[src/rtl/uart_pkg.sv]
// rtl/uart_pkg.sv - shared types and constants for the UART TX arbiter
package uart_pkg;

  typedef enum logic [1:0] {
    ARB_IDLE  = 2'd0,
    ARB_ISSUE = 2'd1,
    ARB_BUSY  = 2'd2
  } arb_state_e;

  localparam logic [7:0] TX_BYTE_RST = 8'h00;
  localparam int         NUM_REQ_MIN = 1;
  localparam int         NUM_REQ_MAX = 16;

endpackage

[src/rtl/rr_priority_picker.sv]
// rtl/rr_priority_picker.sv - combinational round-robin picker
// Scans from i_start upward with wrap-around and reports the first set request.
module rr_priority_picker #(
  parameter int N = 4,
  parameter int W = 2
) (
  input  logic [N-1:0] i_req,
  input  logic [W-1:0] i_start,
  output logic [N-1:0] o_onehot,
  output logic [W-1:0] o_idx,
  output logic         o_valid
);

  always_comb begin
    o_onehot = '0;
    o_idx    = '0;
    o_valid  = 1'b0;
    for (int off = 0; off < N; off++) begin
      if (!o_valid && i_req[(int'(i_start) + off) % N]) begin
        o_onehot[(int'(i_start) + off) % N] = 1'b1;
        o_idx   = W'((int'(i_start) + off) % N);
        o_valid = 1'b1;
      end
    end
  end

endmodule

[src/rtl/uart_tx_arbiter.sv]
// rtl/uart_tx_arbiter.sv - round-robin sharing of one UART TX channel
// Optional owner lock for packet atomicity under UART_TX_ARB_LOCK_EN.
module uart_tx_arbiter
  import uart_pkg::*;
#(
  parameter  int NUM_REQ = 4,
  localparam int OWNER_W = (NUM_REQ > 1) ? $clog2(NUM_REQ) : 1
) (
  input  logic                 clk,
  input  logic                 reset_n,
  input  logic [NUM_REQ-1:0]   i_Req,
  input  logic [8*NUM_REQ-1:0] i_Req_Byte,
`ifdef UART_TX_ARB_LOCK_EN
  input  logic [NUM_REQ-1:0]   i_Req_Lock,
`endif
  output logic [NUM_REQ-1:0]   o_Grant,
  output logic [7:0]           o_Tx_Byte,
  output logic                 o_Tx_Ready,
  input  logic                 i_Tx_Active,
  input  logic                 i_Tx_Done,
  output logic                 o_Busy,
  output logic [OWNER_W-1:0]   o_Owner
);

  if (NUM_REQ < NUM_REQ_MIN || NUM_REQ > NUM_REQ_MAX) begin : g_range_chk
    $error("uart_tx_arbiter: NUM_REQ out of range");
  end

  arb_state_e           r_state, w_state_nxt;
  logic [NUM_REQ-1:0]   r_grant, w_grant_nxt;
  logic [7:0]           r_tx_byte, w_tx_byte_nxt;
  logic [OWNER_W-1:0]   r_owner, w_owner_nxt;
  logic                 r_tx_ready, w_tx_ready_nxt;
  logic                 r_busy;

  logic [OWNER_W-1:0]   w_start;
  logic [NUM_REQ-1:0]   w_pick_onehot, w_sel_onehot;
  logic [OWNER_W-1:0]   w_pick_idx, w_sel_idx;
  logic                 w_pick_valid;
  logic                 w_lock_hit;

  assign w_start = (int'(r_owner) >= NUM_REQ - 1) ? '0 : OWNER_W'(r_owner + 1'b1);

  rr_priority_picker #(
    .N (NUM_REQ),
    .W (OWNER_W)
  ) u_picker (
    .i_req    (i_Req),
    .i_start  (w_start),
    .o_onehot (w_pick_onehot),
    .o_idx    (w_pick_idx),
    .o_valid  (w_pick_valid)
  );

  // A locked owner that is still requesting keeps the channel for its next byte.
`ifdef UART_TX_ARB_LOCK_EN
  assign w_lock_hit = i_Req_Lock[r_owner] & i_Req[r_owner];
`else
  assign w_lock_hit = 1'b0;
`endif

  assign w_sel_onehot = w_lock_hit ? (NUM_REQ'(1) << r_owner) : w_pick_onehot;
  assign w_sel_idx    = w_lock_hit ? r_owner : w_pick_idx;

  always_ff @(posedge clk or negedge reset_n) begin
    if (!reset_n) begin
      r_state    <= ARB_IDLE;
      r_grant    <= '0;
      r_tx_byte  <= TX_BYTE_RST;
      r_owner    <= OWNER_W'(NUM_REQ - 1);
      r_tx_ready <= 1'b0;
      r_busy     <= 1'b0;
    end else begin
      r_state    <= w_state_nxt;
      r_grant    <= w_grant_nxt;
      r_tx_byte  <= w_tx_byte_nxt;
      r_owner    <= w_owner_nxt;
      r_tx_ready <= w_tx_ready_nxt;
      r_busy     <= (w_state_nxt != ARB_IDLE);
    end
  end

  always_comb begin
    w_state_nxt    = r_state;
    w_grant_nxt    = '0;
    w_tx_byte_nxt  = r_tx_byte;
    w_owner_nxt    = r_owner;
    w_tx_ready_nxt = r_tx_ready;
    case (r_state)
      ARB_IDLE: begin
        if (w_pick_valid) begin
          w_grant_nxt    = w_sel_onehot;
          w_tx_byte_nxt  = i_Req_Byte[8*int'(w_sel_idx) +: 8];
          w_owner_nxt    = w_sel_idx;
          w_tx_ready_nxt = 1'b1;
          w_state_nxt    = ARB_ISSUE;
        end
      end
      ARB_ISSUE: begin
        // Done outranks Active so a short transfer can never strand us in BUSY.
        if (i_Tx_Done) begin
          w_tx_ready_nxt = 1'b0;
          w_state_nxt    = ARB_IDLE;
        end else if (i_Tx_Active) begin
          w_tx_ready_nxt = 1'b0;
          w_state_nxt    = ARB_BUSY;
        end
      end
      ARB_BUSY: begin
        w_tx_ready_nxt = 1'b0;
        if (i_Tx_Done) w_state_nxt = ARB_IDLE;
      end
      default: begin
        w_tx_ready_nxt = 1'b0;
        w_state_nxt    = ARB_IDLE;
      end
    endcase
  end

  assign o_Grant    = r_grant;
  assign o_Tx_Byte  = r_tx_byte;
  assign o_Tx_Ready = r_tx_ready;
  assign o_Busy     = r_busy;
  assign o_Owner    = r_owner;

endmodule

[config.mk]
export PLATFORM = sky130hd
export DESIGN_NAME = uart_tx_arbiter
export DESIGN_NICKNAME = d
export VERILOG_FILES = /design/src/rtl/uart_pkg.sv /design/src/rtl/rr_priority_picker.sv /design/src/rtl/uart_tx_arbiter.sv
export SDC_FILE = /design/constraint.sdc
export NUM_CORES = 1
export LEC_CHECK = 0
export CORE_ASPECT_RATIO = 1.75
export CORE_UTILIZATION = 42
export CTS_BUF_LIST = sky130_fd_sc_hd__clkbuf_4
export CTS_CLUSTER_SIZE = 12
export DETAILED_ROUTE_END_ITERATION = 16
export DONT_BUFFER_PORTS = 1
export GPL_TIMING_DRIVEN = 0
export PLACE_DENSITY = 0.68
export SLEW_MARGIN = 20
export SYNTH_ARGS = -nofsm -noshare
export SYNTH_HDL_FRONTEND = slang
export SYNTH_SLANG_ARGS = --single-unit
[constraint.sdc]
create_clock -name clk -period 3.2 [get_ports clk]
set_clock_uncertainty 0.15 [all_clocks]
set_input_delay 0.96 -clock clk [delete_from_list [all_inputs] [get_ports clk]]
set_output_delay 0.96 -clock clk [all_outputs]
set_load 0.02 [all_outputs]
==> results.sh <==
export IMPL_run_status="complete, but fails checks"
export IMPL_violations="setup timing"
export IMPL_antenna_found_initial=0
export IMPL_drt_wirelength_per_cell_microns=16.9
export IMPL_p_total_uw=2340
export IMPL_sequential_share_of_the_synthesized_area=0.335
export IMPL_clock_root_buffer="sky130_fd_sc_hd__clkbuf_4"
export IMPL_num_rows=26
export IMPL_power_density_nw_per_um2=1480
export IMPL_layout_commonest_cell="sky130_fd_sc_hd__nand2_1"
export IMPL_fillers=290
export IMPL_vdd_ir_drop_max_mv=1.16
export IMPL_synth_avg_cell_area_sq_um=9.59
export IMPL_drc=0
export IMPL_io_buffer_count=0
export IMPL_n_antenna_cell=0
export IMPL_syn_inst=141
export IMPL_timing_critical_path_max_delay_family="multiplexers"
export IMPL_cts_inserted_buffers=3
export IMPL_grt_pass1_vias=1286
export IMPL_critical_path_max_fanout=7
export IMPL_start_util=0.452
export IMPL_crit_required_ps=3210
export IMPL_ctsLongestPathBuffers=2
export IMPL_setup_worst_path_start_class="flip-flop"
export IMPL_timing_hold_worst_class="in -> async"
export IMPL_synthArstFlopShare=1.00
export IMPL_worstSkewPairLatency_ps=290
export IMPL_max_slew_violation_total_from_the_final_report=0
export IMPL_setup_ws_final_ps=-164
export IMPL_gp_congestion=0.864
export IMPL_crit_arrival_ps=3370
export IMPL_totalWireLength_microns=3360
export IMPL_number_of_hold_repair_buffers_added_at_the_cts_stage=0
export IMPL_clock_fmax_ghz=0.297
export IMPL_yosys_warnings=0
export IMPL_synthesized_flop_and_latch_total=18
export IMPL_clkSinkCount=18
export IMPL_die_h_microns=77.1
export IMPL_layout_drive_gt1_share=0.223
export IMPL_first_pass_iters=6
export IMPL_post_synth_num_cell_types=41
export IMPL_pin_count=56
export IMPL_crit_path_cell_trace="inv_2 -> ha_2 -> nor2_4 -> mux4_2 -> mux2_4 -> or3_4 -> o31ai_4 -> buf_4 -> mux2i_1 -> o221ai_1"
export IMPL_max_cap_violations=0
export IMPL_slew_headroom=0.635
export IMPL_die_area_sq_um=3460
export IMPL_total_count_of_hold_check_failures_in_the_final_report=0
export IMPL_crit_path_max_incr_delay_ps=670
export IMPL_worst_setup_path_type="reg -> reg"
export IMPL_synth_enable_flop_cells=0
export IMPL_cts_reportedPaths_clkPinSlew_ps=90
export IMPL_cts_tree="yes"
export IMPL_globalRouteTotalUtil=0.210
export IMPL_synth_flop_type="sky130_fd_sc_hd__dfrtp_1"
export IMPL_post_dp_hpwl_microns=2450
export IMPL_globalRoute_totalOverflow=0
export IMPL_fp_dieW_microns=44.9
export IMPL_avgViaCountPerCell=6.13
export IMPL_setup_violations_final=8
export IMPL_rsz0062_at_grt="yes"
export IMPL_synthesis_area_sq_um=1350
export IMPL_critPathSlowestCell="sky130_fd_sc_hd__dfstp_2"
export IMPL_timing_final_crit_share=1.05
export IMPL_grt_start_max_net_pins=19
export IMPL_areaGrowthSynthToFinish_pct=17.0
export IMPL_p_leak_uw=0.000700
export IMPL_design_final_nets=207
export IMPL_critical_path_buf_inv_count=2
export IMPL_finalWorstPathRequiredPeriod_ps=3360
export IMPL_layout_cells_most_common_list="sky130_fd_sc_hd__nand2_1 (18), sky130_fd_sc_hd__mux2i_1 (17), sky130_fd_sc_hd__dfrtp_1 (16), sky130_fd_sc_hd__nor2_1 (11), sky130_fd_sc_hd__buf_4 (11)"
export IMPL_dp_worst_setup_slack_ps=-303
export IMPL_synth_fp_nets=189
export IMPL_post_layout_instance_area_sq_um=1580
export IMPL_detailroute_via_count=1219
export IMPL_maximum_level_of_the_cts_h_tree=1
export IMPL_design_core_area_sq_um=2990
export IMPL_global_route_wire_length_before_repair_microns=5420
export IMPL_worst_slew_pin_transition_ps=547
export IMPL_area_of_placed_instances_sq_um=1430
export IMPL_drt_iter0_drc=35
export IMPL_endpoint_kind="flip-flop"
export IMPL_final_antenna_net_count=0
==> where the power goes <==
| part | internal, uW | total (uW) | leakage [uW] | switching (uW) |
|---|---|---|---|---|
| combinational | 878 | 1680 | 0.000465 | 805 |
| sequential | 346 | 546 | 0.000222 | 201 |
| clock | 43.9 | 111 | 0.0000138 | 66.9 |
| total | 1270 | 2340 | 0.000700 | 1070 |
==> worst paths after layout <==
| kind | start | end | slack, ps | depth (start not counted) |
|---|---|---|---|---|
| max | o_Owner[1]$_DFFE_PN1P_ | o_Tx_Byte[1]$_DFFE_PN0P_ | -160 | 10 |
| min | reset_n | o_Tx_Byte[0]$_DFFE_PN0P_ | 200 | 0 |
| max reg2reg | o_Owner[1]$_DFFE_PN1P_ | o_Tx_Byte[1]$_DFFE_PN0P_ | -160 | 10 |
| min reg2reg | r_state[1]$_DFF_PN0_ | r_state[0]$_DFF_PN0_ | 420 | 1 |
| max in group asynchronous | reset_n | o_Owner[0]$_DFFE_PN1P_ | 2530 | 0 |
| min in group clk | r_state[1]$_DFF_PN0_ | r_state[0]$_DFF_PN0_ | 420 | 1 |
==> kinds of logic after synthesis <==
logic type / synth area share
AO/OA/AOI/OAI: 0.203
adder cells (fa/ha/maj): 0.0740
buffers and inverters: 0.0527
flip-flops: 0.335
multiplexers: 0.162
AND/OR/NAND/NOR: 0.174
==> layer usage <==
layer,up-vias,GRT usage,share of wire
met5,-,0,0
met4,0,0.0939,0.022
met3,7,0.0188,0.066
met2,77,0.388,0.55
met1,574,0.223,0.36
li1,561,-,-
==> per-stage QoR <==
step	util	setup TNS, ps	instances	hold slack (ps)
final	0.529	-1120	199	196
after global routing	0.529	-2000	199	183
after CTS	0.522	-1090	197	194
after detailed placement	0.478	-2340	183	407
after global placement	0.478	-1900	183	389
after floorplan	-	-304	141	353
==> sequential cells by signal, indices dropped and copies added (netlist names) <==
| register | flops |
|---|---|
| r_state | 2 |
| o_Busy | 1 |
| o_Tx_Ready | 1 |
| o_Grant | 4 |
| o_Owner | 2 |
| o_Tx_Byte | 8 |
==> worst register-to-register path, delay by kind of cell, from the launching register on <==
kind | cells | cell delay [ps]
compound gates | 2 | 280
fa+ha+maj | 1 | 230
buf+inv | 2 | 330
flops | 1 | 670
mux | 3 | 1100
simple gates | 2 | 470
==> synthesized netlist by cell type (all sizes together), types with 2 or more instances <==
| cell type | n | area share |
|---|---|---|
| nor2 | 13 | 0.042 |
| nand3 | 2 | 0.0074 |
| a31oi | 2 | 0.0092 |
| o221ai | 9 | 0.058 |
| buf | 6 | 0.036 |
| inv | 5 | 0.014 |
| or3b | 2 | 0.013 |
| dfstp | 2 | 0.039 |
| mux2 | 2 | 0.019 |
| a21oi | 8 | 0.030 |
| nand2 | 18 | 0.050 |
| or2 | 2 | 0.0093 |
| dfrtp | 16 | 0.30 |
| o21ai | 4 | 0.015 |
| nor4 | 2 | 0.0092 |
| nor3 | 4 | 0.015 |
| mux2i | 17 | 0.13 |
| a222oi | 4 | 0.030 |
| ha | 8 | 0.074 |
==> what timing repair did <==
action,4_1_cts,5_1_grt
gates resized for setup,3,2
cloned,1,0
buffers inserted,10,2
endpoints found under the setup margin,8,8
pin swaps,1,1
==> area by class of cell <==
type                       instances  area [sq um]  area share
inverter                           5          26.3      0.0166
multi-input combinational        111           851       0.538
tap                               42          52.6      0.0332
clock buffer                       3          22.5      0.0142
sequential                        18           453       0.286
buffer                             7          56.3      0.0356
timing repair buffer              13           121      0.0767
(Power assumes the default switching activity.)
